$ cat src/rtl/alu_pkg.sv
// Shared definitions for the iterative execute-stage ALU: command width, opcodes, FSM states.
package alu_pkg;

  localparam int unsigned COM_SIZE = 4;

  localparam logic [COM_SIZE-1:0] EXE_ADD   = COM_SIZE'(0);
  localparam logic [COM_SIZE-1:0] EXE_SUB   = COM_SIZE'(1);
  localparam logic [COM_SIZE-1:0] EXE_AND   = COM_SIZE'(2);
  localparam logic [COM_SIZE-1:0] EXE_OR    = COM_SIZE'(3);
  localparam logic [COM_SIZE-1:0] EXE_NOR   = COM_SIZE'(4);
  localparam logic [COM_SIZE-1:0] EXE_XOR   = COM_SIZE'(5);
  localparam logic [COM_SIZE-1:0] EXE_SLA   = COM_SIZE'(6);
  localparam logic [COM_SIZE-1:0] EXE_SLL   = COM_SIZE'(7);
  localparam logic [COM_SIZE-1:0] EXE_SRA   = COM_SIZE'(8);
  localparam logic [COM_SIZE-1:0] EXE_SRL   = COM_SIZE'(9);
  localparam logic [COM_SIZE-1:0] EXE_MULT  = COM_SIZE'(10);
  localparam logic [COM_SIZE-1:0] EXE_MULTU = COM_SIZE'(11);
  localparam logic [COM_SIZE-1:0] EXE_DIV   = COM_SIZE'(12);
  localparam logic [COM_SIZE-1:0] EXE_DIVU  = COM_SIZE'(13);
  localparam logic [COM_SIZE-1:0] EXE_MFHI  = COM_SIZE'(14);
  localparam logic [COM_SIZE-1:0] EXE_MFLO  = COM_SIZE'(15);

  typedef enum logic [1:0] {StIdle, StRun, StFin} state_e;

endpackage

$ cat src/rtl/alu_muldiv_core.sv
// Iterative multiply/divide with HI/LO registers, start/busy/done handshake.
// Divider datapath is compiled in only when ALU_DIV_EN is defined.
module alu_muldiv_core
  import alu_pkg::*;
#(
  parameter int unsigned SIZE = 32
) (
  input  logic                clk,
  input  logic                rst,
  input  logic                start,
  input  logic [COM_SIZE-1:0] cmd,
  input  logic [SIZE-1:0]     val1,
  input  logic [SIZE-1:0]     val2,
  output logic                busy,
  output logic                done,
  output logic [SIZE-1:0]     hi,
  output logic [SIZE-1:0]     lo
);

  localparam int unsigned CntW = $clog2(SIZE);

  state_e            state_q, state_d;
  logic [CntW-1:0]   cnt_q, cnt_d;
  // Upper half: partial product / remainder; lower half: multiplier / dividend->quotient.
  logic [2*SIZE-1:0] acc_q, acc_d;
  logic [SIZE-1:0]   opb_q, opb_d;
  logic              is_div_q, is_div_d, neg_q, neg_d, neg_rem_q, neg_rem_d;
  logic              div_zero_q, div_zero_d, done_q, done_d;
  logic [SIZE-1:0]   hi_q, hi_d, lo_q, lo_d;

  logic              is_mul_cmd, div_code, is_div_cmd, div_skip, signed_op, sign_a, sign_b;
  logic [SIZE-1:0]   mag_a, mag_b, quo_fix, rem_fix;
  logic [SIZE:0]     mul_sum;
  logic [2*SIZE-1:0] mul_step, div_step, prod_fix;

  assign is_mul_cmd = (cmd == EXE_MULT) || (cmd == EXE_MULTU);
  assign div_code   = (cmd == EXE_DIV) || (cmd == EXE_DIVU);
  assign signed_op  = (cmd == EXE_MULT) || (cmd == EXE_DIV);
  assign sign_a     = signed_op & val1[SIZE-1];
  assign sign_b     = signed_op & val2[SIZE-1];
  assign mag_a      = sign_a ? -val1 : val1;
  assign mag_b      = sign_b ? -val2 : val2;

  assign mul_sum  = {1'b0, acc_q[2*SIZE-1:SIZE]} + {1'b0, (acc_q[0] ? opb_q : {SIZE{1'b0}})};
  assign mul_step = {mul_sum, acc_q[SIZE-1:1]};

`ifdef ALU_DIV_EN
  logic [SIZE:0] div_shift, div_diff;
  logic          div_ok;
  assign is_div_cmd = div_code;
  assign div_skip   = 1'b0;
  assign div_shift  = acc_q[2*SIZE-1:SIZE-1];
  assign div_diff   = div_shift - {1'b0, opb_q};
  assign div_ok     = ~div_diff[SIZE];
  assign div_step   = {(div_ok ? div_diff[SIZE-1:0] : div_shift[SIZE-1:0]),
                       acc_q[SIZE-2:0], div_ok};
`else
  assign is_div_cmd = 1'b0;
  assign div_skip   = div_code;
  assign div_step   = mul_step;
`endif

  assign prod_fix = neg_q ? -acc_q : acc_q;
  // Divide by zero leaves the raw dividend as remainder; the quotient is forced to all ones.
  assign quo_fix  = div_zero_q ? {SIZE{1'b1}} :
                    (neg_q ? -acc_q[SIZE-1:0] : acc_q[SIZE-1:0]);
  assign rem_fix  = neg_rem_q ? -acc_q[2*SIZE-1:SIZE] : acc_q[2*SIZE-1:SIZE];

  always_comb begin
    state_d    = state_q;
    cnt_d      = cnt_q;
    acc_d      = acc_q;
    opb_d      = opb_q;
    is_div_d   = is_div_q;
    neg_d      = neg_q;
    neg_rem_d  = neg_rem_q;
    div_zero_d = div_zero_q;
    hi_d       = hi_q;
    lo_d       = lo_q;
    done_d     = 1'b0;
    unique case (state_q)
      StIdle: begin
        if (start && (is_mul_cmd || is_div_cmd)) begin
          state_d    = StRun;
          cnt_d      = '0;
          acc_d      = {{SIZE{1'b0}}, mag_a};
          opb_d      = mag_b;
          is_div_d   = is_div_cmd;
          neg_d      = sign_a ^ sign_b;
          neg_rem_d  = sign_a;
          div_zero_d = (val2 == '0);
        end else if (start && div_skip) begin
          done_d = 1'b1;
        end
      end
      StRun: begin
        acc_d = is_div_q ? div_step : mul_step;
        cnt_d = cnt_q + CntW'(1);
        if (cnt_q == CntW'(SIZE - 1)) state_d = StFin;
      end
      StFin: begin
        if (is_div_q) begin
          hi_d = rem_fix;
          lo_d = quo_fix;
        end else begin
          {hi_d, lo_d} = prod_fix;
        end
        done_d  = 1'b1;
        state_d = StIdle;
      end
      default: state_d = StIdle;
    endcase
  end

  always_ff @(posedge clk or posedge rst) begin
    if (rst) begin
      state_q    <= StIdle;
      cnt_q      <= '0;
      acc_q      <= '0;
      opb_q      <= '0;
      is_div_q   <= 1'b0;
      neg_q      <= 1'b0;
      neg_rem_q  <= 1'b0;
      div_zero_q <= 1'b0;
      hi_q       <= '0;
      lo_q       <= '0;
      done_q     <= 1'b0;
    end else begin
      state_q    <= state_d;
      cnt_q      <= cnt_d;
      acc_q      <= acc_d;
      opb_q      <= opb_d;
      is_div_q   <= is_div_d;
      neg_q      <= neg_d;
      neg_rem_q  <= neg_rem_d;
      div_zero_q <= div_zero_d;
      hi_q       <= hi_d;
      lo_q       <= lo_d;
      done_q     <= done_d;
    end
  end

  assign busy = (state_q != StIdle);
  assign done = done_q;
  assign hi   = hi_q;
  assign lo   = lo_q;

endmodule

$ cat src/rtl/alu_iter.sv
// Execute-stage ALU: single-cycle ops plus iterative MULT/DIV into HI/LO.
// Define ALU_DIV_EN to compile in the divider (see alu_muldiv_core).
module alu_iter #(
  parameter int unsigned SIZE     = 32,
  parameter int unsigned COM_SIZE = 4
) (
  input  logic                clk,
  input  logic                rst,
  input  logic                start,
  input  logic [COM_SIZE-1:0] EXE_CMD,
  input  logic [SIZE-1:0]     val1,
  input  logic [SIZE-1:0]     val2,
  output logic [SIZE-1:0]     aluOut,
  output logic                busy,
  output logic                done,
  output logic [SIZE-1:0]     hiOut,
  output logic [SIZE-1:0]     loOut
);
  import alu_pkg::*;

  localparam int unsigned ShW = $clog2(SIZE);

  logic [ShW-1:0] shamt;
  assign shamt = val2[ShW-1:0];

  alu_muldiv_core #(
    .SIZE (SIZE)
  ) u_muldiv (
    .clk   (clk),
    .rst   (rst),
    .start (start),
    .cmd   (EXE_CMD),
    .val1  (val1),
    .val2  (val2),
    .busy  (busy),
    .done  (done),
    .hi    (hiOut),
    .lo    (loOut)
  );

  // MFHI/MFLO read the architectural registers, so they see pre-operation values while busy.
  always_comb begin
    aluOut = '0;
    case (EXE_CMD)
      EXE_ADD:  aluOut = val1 + val2;
      EXE_SUB:  aluOut = val1 - val2;
      EXE_AND:  aluOut = val1 & val2;
      EXE_OR:   aluOut = val1 | val2;
      EXE_NOR:  aluOut = ~(val1 | val2);
      EXE_XOR:  aluOut = val1 ^ val2;
      EXE_SLA,
      EXE_SLL:  aluOut = val1 << shamt;
      EXE_SRA:  aluOut = $unsigned($signed(val1) >>> shamt);
      EXE_SRL:  aluOut = val1 >> shamt;
      EXE_MFHI: aluOut = hiOut;
      EXE_MFLO: aluOut = loOut;
      default:  aluOut = '0;
    endcase
  end

endmodule

$ cat config.mk
export PLATFORM = sky130hd
export DESIGN_NAME = alu_iter
export DESIGN_NICKNAME = d
export VERILOG_FILES = /design/src/rtl/alu_pkg.sv /design/src/rtl/alu_muldiv_core.sv /design/src/rtl/alu_iter.sv
export SDC_FILE = /design/constraint.sdc
export NUM_CORES = 1
export LEC_CHECK = 0
export ABC_CLOCK_PERIOD_IN_PS = 15500
export CAP_MARGIN = 5
export CORE_MARGIN = 10
export CORE_UTILIZATION = 40
export CTS_CLUSTER_DIAMETER = 60
export DETAILED_ROUTE_END_ITERATION = 10
export MAX_ROUTING_LAYER = met4
export PLACE_DENSITY_LB_ADDON = 0.05
export SYNTH_ARGS = -nofsm -noshare
export SYNTH_HDL_FRONTEND = slang
export SYNTH_SLANG_ARGS = --single-unit
export TNS_END_PERCENT = 5
$ cat constraint.sdc
create_clock -name clk -period 15.5 [get_ports clk]
set_input_delay 2.325 -clock clk [delete_from_list [all_inputs] [get_ports clk]]
set_output_delay 2.325 -clock clk [all_outputs]
set_load 0.01 [all_outputs]
; Word level (Yosys, flattened, before mapping)
; Cells that the tools add are included.
[totals]
ram_bits = 0
register_bits = 169
romBits = 0
memories = 0
inputBits = 71
wordCells = 73
latchBits = 0
[classes]
n_bitwise = 7
reduce_logical = 13
div_mod_pow = 0
add_sub_neg = 7
n_mul = 0
mux = 15
shift = 3
n_eq_ne = 20
magnitude_cmp = 0
[ops]
columns = cell, n
row1 = $pmux W32 S11, 1
row2 = $mux W64, 2
row3 = $pmux W64 S2, 1
row4 = $mux W32, 3
row5 = $neg A32 Y32, 2
row6 = $neg A64 Y64, 1
row7 = $add A32 B32 Y33, 1
row8 = $add A32 B32 Y32, 1
row9 = $and A32 B32 Y32, 1
row10 = $eq A4 B4 Y1 const B, 8
row11 = $not A32 Y32, 1
row12 = $or A32 B32 Y32, 1
row13 = $shl A32 B5 Y32, 1
row14 = $shr A32 B5 Y32, 1
row15 = $sshr A32 B5 Y32, 1
row16 = $sub A32 B32 Y32, 1
row17 = $xor A32 B32 Y32, 1
row18 = $eq A4 B3 Y1 const B, 4
row19 = $pmux W5 S2, 1
row20 = $eq A4 B2 Y1 const B, 2
row21 = $reduce_and A2 Y1, 3
row22 = $add A5 B1 Y5 const B, 1
row23 = $eq A5 B5 Y1 const B, 1
row24 = $mux W5, 1
row25 = 16 further kinds, 24

; Depth between registers and ports, before layout
[logic_depth]
ltp_word = 6
ltp_mapped = 21

; Modules after synthesis
; A second synthesis with hierarchy kept.
[hier_totals]
cells_unflattened = 2554
hier_area_um2 = 20064.2
[by_module_without_submodules]
columns = module, n_inst, cells_per_inst, seq_area_each_um2, area_each_um2
row1 = alu_muldiv_core, 1, 1275, 4229.1, 10983.0
row2 = alu_iter, 1, 1279, 0.0, 9081.2

; Worst setup path before layout
; OpenSTA, ideal clock, no wires.
[synth_timing]
kind = input-to-output
start = in val2[0]
end = out aluOut[29]
t_arrival_ns = 6.807
required_time_ns = 13.175
path_slack_ns = 6.368
cell_stages = 21
path_cell_list = clkbuf_1 -> clkinv_1 -> clkbuf_1 -> ha_1 -> nand4_1 -> or3_1 -> nor3_1 -> nand2_1 -> nand2_1 -> xnor2_1 -> ha_1 -> clkbuf_1 -> a21oi_1 -> nand3_1 -> o21bai_1 -> a221o_1 -> a2111oi_0 -> o31ai_1 -> a311oi_1 -> nor2_1 -> a211o_1
[synth_via]
elab_chain_cells = 2
[synth_rtl]
columns = item, line
row1 = from (decl), alu_iter.sv:12  ; input logic [SIZE-1:0] val2,
row2 = "$sub A32 B32 Y32, or another cell as far along", alu_iter.sv:46  ; EXE_SUB: aluOut = val1 - val2;
row3 = $pmux W32 S11 (*), alu_iter.sv:44  ; case (EXE_CMD)
row4 = to (decl), alu_iter.sv:13  ; output logic [SIZE-1:0] aluOut,
; Mark *: on every way between the ends. The rest lies on a longest branch, timed or not.

; Final worst setup path
[layout_timing]
start = in val2[2]
end = out aluOut[29]
; Same word-level chain as after synthesis.

==> flow_summary.toml <==
[outcome]
status = "complete, no violations"

[global_routing]
antenna_found_initial = 3
track_usage_pct = 32.26
grt_pass1_wl_mm = 130.7
overflow = 0
grt_pass1_vias = 18560
grt_max_degree = 129

[clock_network]
post-cts-setup-buffers = 0
post_cts_resize_count = 0
cts_hold_buf = 0
clk_latency_ns = 0.49
clk_pin_slew_ns = 0.07
cts_sinks = 169
cts_buffers = 17
root_buffer = "clkbuf_16"
cts_max_level = 4
cts_tree = "built"
clockBufferDepth = 2

[layout]
final_layout_size_suffix_gt1_share_pct = 6.858
final_common_cell = "o21ai_0"
nNetsFinal = 2628
area_growth_syn_to_layout_pct = 14.66
layout_common_cells = "o21ai_0 (303), nand2_1 (287), nor2_1 (191)"
stdcell_count = 3037
post-route-cell-area_um2 = 21150

[setup_path]
arrival_ns = 8.42
start_kind = "primary input"
reg2reg_to = "u_muldiv.acc_q[57]"
r2r_setup_slack_ns = 11.32
crit_cells = 20
crit_path_top_delay_cell = "a2111oi_0"
cp_top_family = "simple AND/OR/NAND/NOR gates"
r2r_cells = 13
cp_cell_sequence = "buf_2 > buf_4 > nor2_1 > nand3_1 > nor4_1 > nand3_1 > nor4b_1 > nor2_1 > xnor2_1 > ha_1 > nand4_1 > nand3_1 > o21bai_1 > a221o_1 > a2111oi_0 > o31ai_1 > a311oi_1 > nor2_1 > a211o_1 > clkdlybuf4s50_1"
critPathBufInv = 3
worst_ep_required_time_ns = 13.18
max_stage_delay_ns = 0.88
crit_type = "in -> out"
worstSetupEndpointType = "output pin"
r2r_start = "u_muldiv.acc_q[0]"
crit_path_max_fanout = 58

[placed_design]
place.gp.congestion = 0.9935
dpl_cell_area_um2 = 20550
io_buffer_count = 168
placed_cells = 3003
preCtsSetupSlack_ns = 4.765
dp_hpwl_mm = 69.26

[routing]
drc_errors = 0
avgRoutedWirePerCell_um = 29.62
ant_nets = 0
drt_pre_antenna_iters = 6
via_per_inst = 6.407
totalWireLength_mm = 89.95
drt_iter0_markers = 2342
vias = 19460

[logic_synthesis]
synth_edf_count = 0
ys_warn_count = 0
syn_area_per_cell_um2 = 7.810
ys_seq_elements = 169
ys_top_cells_by_area = "dfrtp_1 (23%), ha_1 (9.0%), o21ai_0 (8.2%)"
synthDistinctLibCells = 87
netlist.top_cell.by_area = "dfrtp_1"
synth_cells = 2362
synth_nets = 2568
synth_async_sr_flop_share_pct = 100.0
syn-cell-area_um2 = 18450
ys_seq_area_share_pct = 22.92
ys.flop_type = "dfrtp_1"
yosysTopAreaCellShare_pct = 22.92

[timing]
min_period_ns = 10.74
grt_setup_unrepaired = "false"
relSlewSlack_pct = 14.23
setup_viol = 0
hold_violations = 0
post-route-period-util_pct = 69.31
tns_ns = 0
skew_ns = 0.02090
timing.final.max_slew_violations = 0
tightest_slew_ns = 1.282
finalWorstSetupSlack_ns = 4.758
fmax_mhz = 93.09

[floorplanning]
die-width_um = 234.8
core_um2 = 45480
die-area_um2 = 55110
ios = 169
die_h_um = 234.8
initial_core_util_pct = 40.56
rows = 78

[power]
power_density_nw_per_um2 = 111.1
total_power_mw = 2.350
power.leakage_nw = 8.765
vdd_drop_max_mv = 0.09887

[hold_path]
whs_endpoint = "u_muldiv.opb_q[31]"
hp-start = "u_muldiv.opb_q[31]"
hold_class = "reg -> reg"
min_path_cells = 2

[run]
drv.max_cap_violation_count = 0
-- state kept, by name (all words and copies together) (netlist names) --
| name | count |
|---|---|
| u_muldiv.opb_q | 32 |
| u_muldiv.acc_q | 64 |
| u_muldiv.done | 1 |
| u_muldiv.cnt_q | 5 |
| u_muldiv.neg_q | 1 |
| u_muldiv.lo | 32 |
| u_muldiv.hi | 32 |
| u_muldiv.state_q | 2 |
-- layout make-up --
| class | instances | area (µm²) |
|---|---|---|
| fill | 4590 | 24330 |
| multi-input combinational | 1945 | 13290 |
| sequential | 169 | 4230 |
| timing repair buffer | 211 | 1984 |
| tap | 600 | 750.7 |
| clock buffer | 17 | 425.4 |
| inverter | 78 | 297.8 |
| clock inverter | 15 | 172.7 |
| antenna | 2 | 5.005 |
-- worst max-delay path by stage --
stage            start          to  slack [ns]
2_1_floorplan  val2[0]  aluOut[29]        6.37
3_3_place_gp   val2[2]  aluOut[29]        4.81
3_5_place_dp   val2[2]  aluOut[31]        4.76
4_1_cts        val2[2]  aluOut[29]        4.73
5_1_grt        val2[2]  aluOut[29]        4.02
6_report       val2[2]  aluOut[29]        4.76
-- Yosys cell counts (all sizes together), types with 15 or more instances --
cell    instances
a211oi         23
nor3           28
nand3          59
nand2b         22
xnor2         115
mux2i          50
nand2         288
a22oi          57
clkbuf        138
ha            133
nand4          22
dfrtp         169
a221oi         21
xor2           83
inv            76
o21ai         304
nor4           25
and2           41
o31ai          27
o211ai         15
buf            30
mux4           36
a21oi         137
nor2          195
a21o           31
or3            20
-- where the power goes --
group	internal, mW	switching, mW
Clock	0.217	0.221
Sequential	0.567	0.182
Combinational	0.457	0.706
-- cells by family after synthesis --
logic type | Yosys count | share of synthesized area [%]
and+or+nand+nor | 761 | 19.67
AOI/OAI and AO/OA | 760 | 25.99
buffers and inverters | 248 | 5.365
xor gates and xnor gates | 198 | 9.400
DFF | 169 | 22.92
adders and majority gates | 135 | 9.238
muxes | 91 | 7.413
-- metal layers --
metal | up-vias | wire (µm) | GRT usage [%]
met5 | - | 0 | -
met4 | 0 | 4482 | 15.26
met3 | 187 | 6999 | 5.059
met2 | 953 | 41000 | 49.34
met1 | 9594 | 37460 | 41.08
li1 | 8724 | - | -
-- tightest hold or removal path, stage by stage, from the launching register on --
cell and delay, ns:
dfrtp_1 0.34, nand2_1 0.05, nand2_1 0.05
-- stage by stage --
step	hold WS [ns]	util (%)
floorplan	0.4311	-
global placement	0.4531	45.18
detailed placement	0.4587	45.18
CTS	0.4747	46.50
global route	0.5027	46.51
finish	0.4692	46.51
(Power assumes the default switching activity.)
